`src/rtl/div_unit.sv`:
```
// Radix-2 restoring divider for DIV/DIVU, one quotient bit per cycle.
// Results stay on quotient/remainder until the next divide completes.
module div_unit #(
  parameter int WIDTH = 32
) (
  input  logic             clk,
  input  logic             rstn,
  input  logic             start,
  input  logic             signed_op,
  input  logic [WIDTH-1:0] dividend,
  input  logic [WIDTH-1:0] divisor,
  input  logic             cancel,
  output logic             busy,
  output logic             done,
  output logic             div_stall,
  output logic [WIDTH-1:0] quotient,
  output logic [WIDTH-1:0] remainder
);

  localparam int CW = $clog2(WIDTH);

  localparam logic [1:0] S_IDLE = 2'd0;
  localparam logic [1:0] S_BUSY = 2'd1;
  localparam logic [1:0] S_DONE = 2'd2;

  logic [1:0]       state_q, state_d;
  logic [CW-1:0]    cnt_q, cnt_d;
  logic [WIDTH-1:0] rem_q, rem_d;
  logic [WIDTH-1:0] quo_q, quo_d;
  logic [WIDTH-1:0] dvs_q, dvs_d;
  logic [WIDTH-1:0] qout_q, qout_d;
  logic [WIDTH-1:0] rout_q, rout_d;
  logic             negq_q, negq_d;
  logic             negr_q, negr_d;

  logic             idle;
  logic             issue;
  logic [WIDTH-1:0] a_abs, b_abs;
  logic [WIDTH:0]   rem_sh, diff;
  logic [WIDTH-1:0] rem_nx, quo_nx;

  assign idle  = (state_q == S_IDLE);
  assign issue = idle & start & ~cancel;

  assign a_abs = (signed_op & dividend[WIDTH-1]) ? -dividend : dividend;
  assign b_abs = (signed_op & divisor[WIDTH-1])  ? -divisor  : divisor;

  // Borrow out of the (WIDTH+1)-bit subtract means rem < divisor.
  assign rem_sh = {rem_q, quo_q[WIDTH-1]};
  assign diff   = rem_sh - {1'b0, dvs_q};
  assign rem_nx = diff[WIDTH] ? rem_sh[WIDTH-1:0] : diff[WIDTH-1:0];
  assign quo_nx = {quo_q[WIDTH-2:0], ~diff[WIDTH]};

  always_comb begin
    state_d = state_q;
    cnt_d   = cnt_q;
    rem_d   = rem_q;
    quo_d   = quo_q;
    dvs_d   = dvs_q;
    qout_d  = qout_q;
    rout_d  = rout_q;
    negq_d  = negq_q;
    negr_d  = negr_q;
    case (state_q)
      S_IDLE: begin
        if (issue) begin
          negq_d = signed_op & (dividend[WIDTH-1] ^ divisor[WIDTH-1]);
          negr_d = signed_op & dividend[WIDTH-1];
          rem_d  = '0;
          cnt_d  = '0;
          quo_d  = a_abs;
          dvs_d  = b_abs;
          if (divisor == '0) begin
            state_d = S_DONE;
            qout_d  = '1;
            rout_d  = dividend;
          end else begin
            state_d = S_BUSY;
          end
        end
      end
      S_BUSY: begin
        if (cancel) begin
          state_d = S_IDLE;
        end else begin
          rem_d = rem_nx;
          quo_d = quo_nx;
          cnt_d = cnt_q + 1'b1;
          if (cnt_q == CW'(WIDTH - 1)) begin
            state_d = S_DONE;
            qout_d  = negq_q ? -quo_nx : quo_nx;
            rout_d  = negr_q ? -rem_nx : rem_nx;
          end
        end
      end
      S_DONE:  state_d = S_IDLE;
      default: state_d = S_IDLE;
    endcase
  end

  always_ff @(posedge clk or negedge rstn) begin
    if (!rstn) begin
      state_q <= S_IDLE;
      cnt_q   <= '0;
      rem_q   <= '0;
      quo_q   <= '0;
      dvs_q   <= '0;
      qout_q  <= '0;
      rout_q  <= '0;
      negq_q  <= 1'b0;
      negr_q  <= 1'b0;
    end else begin
      state_q <= state_d;
      cnt_q   <= cnt_d;
      rem_q   <= rem_d;
      quo_q   <= quo_d;
      dvs_q   <= dvs_d;
      qout_q  <= qout_d;
      rout_q  <= rout_d;
      negq_q  <= negq_d;
      negr_q  <= negr_d;
    end
  end

  assign busy      = ~idle;
  assign done      = (state_q == S_DONE);
  assign div_stall = issue | busy;
  assign quotient  = qout_q;
  assign remainder = rout_q;

endmodule

```
`config.mk`:
```
export PLATFORM = sky130hd
export DESIGN_NAME = div_unit
export DESIGN_NICKNAME = d
export VERILOG_FILES = /design/src/rtl/div_unit.sv
export SDC_FILE = /design/constraint.sdc
export NUM_CORES = 1
export LEC_CHECK = 0
export CAP_MARGIN = 20
export CORE_ASPECT_RATIO = 1.75
export CORE_MARGIN = 1.5
export CORE_UTILIZATION = 52
export CTS_CLUSTER_DIAMETER = 100
export CTS_CLUSTER_SIZE = 24
export DETAILED_ROUTE_END_ITERATION = 8
export PLACE_DENSITY = 0.75
export RECOVER_POWER = 100
export SLEW_MARGIN = 5
export SYNTH_ARGS = -nofsm -noshare
export SYNTH_HDL_FRONTEND = slang
export SYNTH_SLANG_ARGS = --single-unit
```
`constraint.sdc`:
```
create_clock -name clk -period 8.3 [get_ports clk]
set_clock_uncertainty 0.15 [all_clocks]
set_input_delay 0.83 -clock clk [delete_from_list [all_inputs] [get_ports clk]]
set_output_delay 0.83 -clock clk [all_outputs]
set_load 0.005 [all_outputs]
```
==> results.yml, run 1 <==
yosys:
  synth_top_family_by_area: "compound AO/OA/AOI/OAI gates"
  synth-async-reset-ratio_pct: 100.0
  yosys_warnings: 0
  area_share_of_fa_ha_maj_cells_after_synthesis_pct: 4.127
  post_synth_and_or_nand_nor_area_fraction_pct: 19.16
  synth_edf_count: 0
  postSynthCellCount: 1506
  synth_xor_xnor_area_share_pct: 9.995
  synth_fp_nets: 1614
  syn-cell-area_um2: 12010
  unique_cell_type_count_in_the_yosys_netlist: 78
  synth_largest_type_area_fraction_pct: 35.23
  sequential_share_of_the_synthesized_area_pct: 35.23
  yosys-top-cells-area: "sky130_fd_sc_hd__dfrtp_1 (35%), sky130_fd_sc_hd__a21oi_1 (7.5%), sky130_fd_sc_hd__o21ai_0 (6.3%)"
  synth.largest_area_cell: "sky130_fd_sc_hd__dfrtp_1"
  syn-mean-instance-area_um2: 7.972
  number_of_register_bits_inferred_by_synthesis: 169
  synth-compound-area-share_pct: 24.39
  synth_ff_type: "sky130_fd_sc_hd__dfrtp_1"
  synth_mux_area_share_pct: 2.282
routing:
  wl_per_cell_um: 17.43
  wl_um: 33110
  drcViolationCount: 0
  met2_wirelength_um: 17550
  met3WireLength_um: 1182
  highest-signal-layer: "met4"
  drt-pass1-iter-count: 5
  via_count: 11160
  drtIter0Drc: 794
  ant_nets: 0
  m1WireLength_um: 12750
  vias_per_cell: 5.875
outcome:
  failed_checks: "max-capacitance violations, max-slew violations"
  run_status: "finished with violations"
layout:
  final_cell_count_no_fill: 1899
  antenna_cells: 0
  finalCoreUtilization_pct: 61.85
  areaGrowthSynthToFinish_pct: 16.70
  final_net_count: 1697
  layout_common_cells: "sky130_fd_sc_hd__a21oi_1 (181), sky130_fd_sc_hd__dfrtp_1 (169), sky130_fd_sc_hd__nor2_1 (163)"
  sequential_cell_area_um2: 4229
  finalInstanceArea_um2: 14010
  area_of_combinational_cells_with_multiple_inputs_um2: 7192
  layout-drive-gt1-share_pct: 3.002
  filler_instances: 2076
  layout_commonest_cell: "sky130_fd_sc_hd__a21oi_1"
setup_path:
  critPathSlowestCell: "sky130_fd_sc_hd__inv_1"
  worstSetupEndpointType: "flip-flop"
  cp.required_ps: 8470
  crit_path_max_incr_delay_ps: 1060
  worst_setup_path_start_kind: "input pin"
  crit_fanout: 41
  timing.critical_path.arrival_ps: 7090
  criticalPathCategory: "input pin to flip-flop"
  timing.critical_path.cells: "clkdlybuf4s50_1 > inv_1 > ha_1 > nor3b_1 > and3b_1 > nand3_1 > or4_1 > o21ai_0 > o21ai_2 > clkbuf_1 > inv_1 > clkbuf_1 > o311ai_0 > o22ai_1 > o21ai_0"
floorplan:
  die_width_um: 117.9
  placementRows: 73
  floorplan.core_area_um2: 22650
  top_level_ports: 136
  floorplan.initialDensity_pct: 53.00
  die_area_um2: 24040
  die_boundary_height_um: 204.0
clock_tree:
  cts.repair.resized: 0
  clkSlewWorstSetupHoldPaths_ps: 60
  cts.htree.levels: 4
  clock_path_buffers: 2
  cts_inserted_buffers: 17
  ctsHoldBuffers: 0
  tritoncts_clock_tree: "yes"
  clock_root_buffer: "sky130_fd_sc_hd__clkbuf_16"
  clock_sink_count: 169
  worst_skew_pair.late_latency_ps: 450
  post_cts_setup_inserts: 0
timing:
  setup_repair_after_global_routing_missed_its_margin: "false"
  fin_ws_ps: 1384
  setup_tns_ps: 0
  period_share_pct: 83.32
  final-max-slew-violation-count: 402
  period_minus_slack_ps: 6916
  max_freq_mhz: 144.6
  timing.final.setup_violations: 0
  final.hold.worst_slack_ps: 333.2
  report.final.hold_viol_count: 0
  transition_time_at_the_pin_with_the_least_slew_margin_ps: 5327
  timing.max_slew.rel_slack_pct: -255.1
hold_path:
  hold_class: "flip-flop to flip-flop"
placement:
  portBuffers: 135
  pre_cts_ws_ps: 1903
  gp_congestion: 0.9126
  number_of_cells_in_the_design_after_placement: 1870
  place_hpwl_um: 25280
  placed_cell_area_um2: 13520
global_route:
  globalRoute.totalOverflow: 0
  largest_net_degree_at_the_start_of_global_routing: 100
  grt_pass1_wl_um: 54220
  grt_antenna_before_repair: 0
  first_global_vias: 10980
  global_route.usage.total_pct: 28.06
power_and_ir_drop:
  post-layout-total-power_mw: 5.261
  peakVddDrop_mv: 0.1916
  total_leakage_power_nw: 5.916
  power-per-cell-area_nw_per_um2: 375.5
job:
  timing.max_cap.violations: 6
registers in the layout (all words and copies together) (netlist names):
register	cells
negq_q	1
rem_q	32
cnt_q	5
negr_q	1
quotient	32
dvs_q	32
quo_q	32
state_q	2
remainder	32
worst max-delay path: cells and delay by family:
family | cells | cell delay (ps)
buffers and inverters | 5 | 3320
AND/OR/NAND/NOR | 4 | 1810
AO/OA/AOI/OAI | 5 | 960
adder cells (fa/ha/maj) | 1 | 160
layer usage:
| metal | global-route usage [%] | vias to the layer above |
|---|---|---|
| met5 | 0 | - |
| met4 | 15.64 | 0 |
| met3 | 3.823 | 82 |
| met2 | 51.96 | 326 |
| met1 | 30.65 | 5232 |
| li1 | - | 5517 |
cell usage after synthesis (9+ instances only):
cell and instances:
sky130_fd_sc_hd__a211oi_1 12, sky130_fd_sc_hd__a21oi_1 181, sky130_fd_sc_hd__a31oi_1 17, sky130_fd_sc_hd__and2_1 9
sky130_fd_sc_hd__clkbuf_1 71, sky130_fd_sc_hd__dfrtp_1 169, sky130_fd_sc_hd__ha_1 38, sky130_fd_sc_hd__inv_1 59
sky130_fd_sc_hd__mux2i_1 24, sky130_fd_sc_hd__nand2_1 160, sky130_fd_sc_hd__nand2b_1 10, sky130_fd_sc_hd__nand3_1 29
sky130_fd_sc_hd__nand4_1 13, sky130_fd_sc_hd__nor2_1 163, sky130_fd_sc_hd__nor3_1 25, sky130_fd_sc_hd__nor4_1 17
sky130_fd_sc_hd__o21a_1 11, sky130_fd_sc_hd__o21ai_0 150, sky130_fd_sc_hd__o22ai_1 14, sky130_fd_sc_hd__o31ai_1 33
sky130_fd_sc_hd__o41ai_1 9, sky130_fd_sc_hd__or3_1 17, sky130_fd_sc_hd__or4_1 9, sky130_fd_sc_hd__xnor2_1 63
sky130_fd_sc_hd__xor2_1 74
final timing paths:
check | start | endpoint | slack (ps) | cells after the start
min in group asynchronous | rstn | quotient[0] | 2180 | 1
worst min-delay path | quotient[0] | quotient[0] | 330 | 2
worst min register to register | quotient[0] | quotient[0] | 330 | 2
worst max-delay path | divisor[0] | remainder[31] | 1380 | 15
worst max register to register | quo_q[31] | remainder[28] | 1650 | 21
max in group asynchronous | rstn | rem_q[16] | 2050 | 2
cell families after synthesis:
group	Yosys count
buffers and inverters	147
DFF	169
and+or+nand+nor	496
muxes	27
AOI/OAI and AO/OA	491
xor gates and xnor gates	137
adders and majority gates	39
power breakdown:
| part | internal, mW | switching, mW | total [mW] |
|---|---|---|---|
| clock | 0.452 | 0.333 | 0.786 |
| sequential | 1.07 | 0.274 | 1.35 |
| combinational | 1.20 | 1.92 | 3.13 |
| total | 2.73 | 2.53 | 5.26 |
cell type report:
cell class	count	share of cell area, %
clock buffer	21	3.287
timing repair buffer	150	10.17
clock inverter	8	0.7055
inverter	61	1.634
sequential	169	30.19
multi-input combinational	1190	51.34
tap	300	2.679
Power figures use the tool's default switching activity.
==> inputs of run 2 (changes only) <==
- PLACE_DENSITY: 0.75 -> 0.78
- clock period: 8.3 -> 6.3 ns (I/O delays scaled with it)
==> results.yml, run 2 (synthesized netlist as in run 1, its figures left out) <==
global_route:
  first_global_vias: 10950
  globalRoute.totalOverflow: 0
  grt_antenna_before_repair: 0
  global_route.usage.total_pct: 28.43
  largest_net_degree_at_the_start_of_global_routing: 104
  grt_pass1_wl_um: 54860
setup_path:
  worst_reg2reg_startpoint: "quo_q[31]"
  worstSetupEndpointType: "flip-flop"
  critPathCapture: "remainder[30]"
  criticalPathCategory: "flip-flop to flip-flop"
  ff2ff_setup_slack_ps: 470
  rr_endpoint: "remainder[30]"
  crit_fanout: 29
  worst_setup_path_start_kind: "flip-flop"
  worst_setup_path_startpoint: "quo_q[31]"
  cp.required_ps: 6460
  reg2regPathDepth: 23
  timing.critical_path.arrival_ps: 5990
placement:
  place_hpwl_um: 25430
  portBuffers: 135
  gp_congestion: 0.9388
power_and_ir_drop:
  peakVddDrop_mv: 0.2239
  p_sw_share_pct: 48.43
  internal_power_contribution_mw: 3.635
  total_leakage_power_nw: 5.966
  switchingPower_mw: 3.413
  share_comb_of_total_power_pct: 59.4
  share_clk_of_total_power_pct: 15.3
  power-per-cell-area_nw_per_um2: 498.7
  flop_pwr_share_pct: 25.3
routing:
  drtIter0Drc: 814
  drt-pass1-iter-count: 5
  ant_nets: 0
  vias_per_cell: 5.900
  wl_per_cell_um: 17.45
  wl_um: 33260
  drcViolationCount: 0
  via_count: 11250
clock_tree:
  clkSlewWorstSetupHoldPaths_ps: 70
  cts.htree.levels: 4
  worst_skew_pair.late_latency_ps: 450
  cts_inserted_buffers: 17
  ctsHoldBuffers: 0
  clock_path_buffers: 2
  clock_sink_count: 169
  cts.repair.resized: 0
  clock_root_buffer: "sky130_fd_sc_hd__clkbuf_16"
  post_cts_setup_inserts: 0
  tritoncts_clock_tree: "yes"
outcome:
  run_status: "finished with violations"
  failed_checks: "max-capacitance violations, max-slew violations"
timing:
  transition_time_at_the_pin_with_the_least_slew_margin_ps: 4802
  period_share_pct: 92.53
  setup_tns_ps: 0
  timing.max_slew.rel_slack_pct: -220.1
  report.final.hold_viol_count: 0
  max_freq_mhz: 171.5
  final-max-slew-violation-count: 255
  setup_repair_after_global_routing_missed_its_margin: "false"
  timing.final.setup_violations: 0
  period_minus_slack_ps: 5829
floorplan:
  die_boundary_height_um: 204.0
  placementRows: 73
  die_area_um2: 24040
  die_width_um: 117.9
  floorplan.initialDensity_pct: 53.00
  top_level_ports: 136
  floorplan.core_area_um2: 22650
hold_path:
  hold_class: "flip-flop to flip-flop"
layout:
  layout_commonest_cell: "sky130_fd_sc_hd__a21oi_1"
  areaGrowthSynthToFinish_pct: 17.74
  layout_common_cells: "sky130_fd_sc_hd__a21oi_1 (181), sky130_fd_sc_hd__dfrtp_1 (169), sky130_fd_sc_hd__nor2_1 (160), sky130_fd_sc_hd__nand2_1 (160), sky130_fd_sc_hd__o21ai_0 (150)"
  final_net_count: 1701
  layout-drive-gt1-share_pct: 4.359
  finalCoreUtilization_pct: 62.40
  antenna_cells: 0
job:
  timing.max_cap.violations: 4
-- run 2: cell count changes in the layout (fill, tap and decap cells not counted), moves of 3 or more --
cell                         change
sky130_fd_sc_hd__buf_4           +7
sky130_fd_sc_hd__clkbuf_1        -8
sky130_fd_sc_hd__clkinv_2        -3
sky130_fd_sc_hd__clkinvlp_4      +3
sky130_fd_sc_hd__nor2_1          -3
-- run 2: power by group through the flow --
| stage | clock network [mW] | logic [mW] | registers, mW |
|---|---|---|---|
| 6_report | 1.08 | 4.18 | 1.78 |
| 5_1_grt | 1.14 | 4.67 | 1.84 |
| 4_1_cts | 1.10 | 4.16 | 1.78 |
| 3_5_place_dp | 0 | 4.14 | 1.79 |
| 3_3_place_gp | 0 | 4.08 | 1.78 |
| 2_1_floorplan | 0 | 3.18 | 1.68 |
-- run 2: metal layers --
metal / vias up / global-route usage (%) / share of wire (%)
met4: 0 / 14.72 / 4.9
li1: 5544 / - / -
met1: 5291 / 31.23 / 38
met2: 325 / 52.82 / 53
met3: 86 / 4.074 / 3.5
met5: - / 0 / 0
-- run 2: worst min path at each step --
stage	from	endpoint	slack, ps	depth (start not counted)
6_report	remainder[7]	remainder[7]	320	2
5_1_grt	remainder[3]	remainder[3]	370	2
4_1_cts	rstn	remainder[4]	170	1
3_5_place_dp	remainder[7]	remainder[7]	320	2
3_3_place_gp	remainder[5]	remainder[5]	310	2
2_1_floorplan	rstn	cnt_q[0]	180	0
-- run 2: area by class of cell --
class / count / area (um2)
Inverter: 61 / 229.0
Sequential cell: 169 / 4229
Clock buffer: 20 / 466.7
Fill cell: 2107 / 8517
Multi-Input combinational cell: 1190 / 7216
Tap cell: 300 / 375.4
Clock inverter: 12 / 141.4
Timing Repair Buffer: 154 / 1478
-- run 2: critical path, cell delays in order (launching register included) --
cell                        delay, ps
sky130_fd_sc_hd__dfrtp_1          420
sky130_fd_sc_hd__inv_1             70
sky130_fd_sc_hd__ha_1             180
sky130_fd_sc_hd__inv_1             70
sky130_fd_sc_hd__fa_1             410
sky130_fd_sc_hd__a211o_1          310
sky130_fd_sc_hd__a221oi_2         370
sky130_fd_sc_hd__a2111o_1         340
sky130_fd_sc_hd__a2111oi_4        120
sky130_fd_sc_hd__o21a_1           250
sky130_fd_sc_hd__nor2_4           130
sky130_fd_sc_hd__inv_2             70
sky130_fd_sc_hd__buf_4            230
sky130_fd_sc_hd__a21oi_1          240
sky130_fd_sc_hd__ha_1             240
sky130_fd_sc_hd__nor4bb_1         300
sky130_fd_sc_hd__nand3_1          140
sky130_fd_sc_hd__nand4b_1         260
sky130_fd_sc_hd__a222oi_1         380
sky130_fd_sc_hd__buf_4            200
sky130_fd_sc_hd__nand4_1          180
sky130_fd_sc_hd__o41ai_1          370
sky130_fd_sc_hd__xor2_1           170
sky130_fd_sc_hd__o22ai_1           90
-- run 2: stage by stage --
step	hold slack (ps)	power (mW)	cells	setup slack (ps)	cell area [um2]
floorplan	184.4	4.857	1506	517.6	12010
CTS	173.7	7.036	1905	493.0	14150
global route	366.5	7.645	1906	35.89	14130
global placement	314.4	5.853	1873	615.5	13550
detailed placement	320.0	5.931	1873	536.7	13550
finish	323.3	7.048	1906	470.8	14130
==> inputs of run 3 (changes only) <==
- CORE_UTILIZATION: 52 -> 30
- CTS_CLUSTER_SIZE: 24 -> 16
- PLACE_DENSITY: 0.78 -> not set
==> results.yml, run 3 (synthesized netlist as in run 1, its figures left out) <==
global_route:
  grt_pass1_wl_um: 60400
  globalRoute.totalOverflow: 0
  global_route.usage.total_pct: 18.68
  largest_net_degree_at_the_start_of_global_routing: 74
  grt_antenna_before_repair: 0
  first_global_vias: 11040
routing:
  drtIter0Drc: 479
  drt-pass1-iter-count: 5
  ant_nets: 0
  via_count: 11090
  drcViolationCount: 0
  vias_per_cell: 5.272
  wl_um: 37790
  wl_per_cell_um: 17.97
outcome:
  failed_checks: "max-capacitance violations, max-slew violations"
  run_status: "finished with violations"
placement:
  place_hpwl_um: 29640
  pre_cts_ws_ps: 656.1
  placed_cell_area_um2: 13850
  gp_congestion: 0.8812
  portBuffers: 135
layout:
  finalCoreUtilization_pct: 36.50
  finalInstanceArea_um2: 14380
  layout_commonest_cell: "sky130_fd_sc_hd__a21oi_1"
  layout-drive-gt1-share_pct: 4.464
  layout_common_cells: "sky130_fd_sc_hd__a21oi_1 (181), sky130_fd_sc_hd__dfrtp_1 (169), sky130_fd_sc_hd__nor2_1 (161)"
  antenna_cells: 0
  final_net_count: 1709
  areaGrowthSynthToFinish_pct: 19.78
clock_tree:
  worst_skew_pair.late_latency_ps: 450
  ctsHoldBuffers: 1
  clock_root_buffer: "sky130_fd_sc_hd__clkbuf_16"
  cts_inserted_buffers: 17
  tritoncts_clock_tree: "yes"
  cts.htree.levels: 4
  post_cts_setup_inserts: 0
  clock_sink_count: 169
  cts.repair.resized: 0
  clkSlewWorstSetupHoldPaths_ps: 70
  clock_path_buffers: 2
floorplan:
  die_width_um: 154.2
  placementRows: 96
  floorplan.initialDensity_pct: 30.47
  top_level_ports: 136
  die_area_um2: 41270
  floorplan.core_area_um2: 39400
  die_boundary_height_um: 267.6
timing:
  setup_repair_after_global_routing_missed_its_margin: "false"
  fin_ws_ps: 576.0
  period_share_pct: 90.86
  timing.max_slew.rel_slack_pct: -98.83
  timing.final.setup_violations: 0
  transition_time_at_the_pin_with_the_least_slew_margin_ps: 2982
  setup_tns_ps: 0
  report.final.hold_viol_count: 0
  period_minus_slack_ps: 5724
  final.hold.worst_slack_ps: 333.7
  max_freq_mhz: 174.7
  final-max-slew-violation-count: 323
setup_path:
  cp_top_family: "compound AO/OA/AOI/OAI gates"
  worstSetupEndpointType: "flip-flop"
  worst_setup_path_startpoint: "quo_q[31]"
  crit_fanout: 7
  ff2ff_setup_slack_ps: 580
  crit_path_max_incr_delay_ps: 420
  worst_reg2reg_startpoint: "quo_q[31]"
  timing.critical_path.cells: "inv_1 > ha_1 > inv_1 > fa_1 > a211o_1 > a221oi_2 > a2111o_1 > a2111oi_4 > o21a_1 > nor2_1 > inv_1 > buf_4 > a21oi_1 > ha_1 > nor4bb_1 > nand3_1 > nand4b_1 > a222oi_1 > buf_4 > nand4_1 > o41ai_1 > xor2_1 > o22ai_1"
  cp.required_ps: 6460
  critPathSlowestCell: "sky130_fd_sc_hd__dfrtp_1"
  reg2regPathDepth: 23
  worst_setup_path_start_kind: "flip-flop"
  rr_endpoint: "remainder[30]"
  worstPathBufferInverterCount: 5
  timing.critical_path.arrival_ps: 5880
  criticalPathCategory: "flip-flop to flip-flop"
  critPathMostFrequentCell: "sky130_fd_sc_hd__inv_1"
hold_path:
  hold_class: "flip-flop to flip-flop"
  min_delay_path_depth: 2
  hold_path.startpoint: "remainder[0]"
  whs_endpoint: "remainder[0]"
job:
  timing.max_cap.violations: 6
power_and_ir_drop:
  power-per-cell-area_nw_per_um2: 493.1
  peakVddDrop_mv: 0.2351
  total_leakage_power_nw: 6.004
## run 3: area by class of cell
cell class / instances / area, um2
flip-flops and latches: 169 / 4229
inverters: 61 / 229.0
well taps: 490 / 613.1
repair buffers: 162 / 1531
fillers: 4091 / 25020
clock buffers: 24 / 501.7
clock inverters: 7 / 66.31
multi-input cells: 1190 / 7209
## run 3: how the worst max path moves through the flow
stage,to,slack (ps),depth (start not counted)
CTS,remainder[30],630,23
floorplan,remainder[30],520,24
finish,remainder[30],580,23
detailed placement,remainder[30],660,23
global placement,remainder[30],780,23
global route,remainder[28],150,23
## run 3: metal layers
layer  GRT usage [%]  wire [um]
met5               0          0
met4           8.187       1376
met3           2.832       1106
met2           36.44      20590
met1           19.50      14710
## run 3: worst min-delay path: cells and delay by family (launching register included)
kind,cells,cell delay [ps]
AO/OA/AOI/OAI,1,60
AND/OR/NAND/NOR,1,40
flip-flops,1,340
## run 3: power by group
group | internal [mW] | switching [mW]
clock | 0.592 | 0.448
combinational | 1.63 | 2.64
sequential | 1.41 | 0.372
total | 3.63 | 3.46
## run 3: stage by stage
stage | cells | total power [mW]
2_1_floorplan | 1506 | 4.857
3_3_place_gp | 2071 | 6.025
3_5_place_dp | 2071 | 6.072
4_1_cts | 2103 | 7.138
5_1_grt | 2103 | 7.721
6_report | 2103 | 7.091
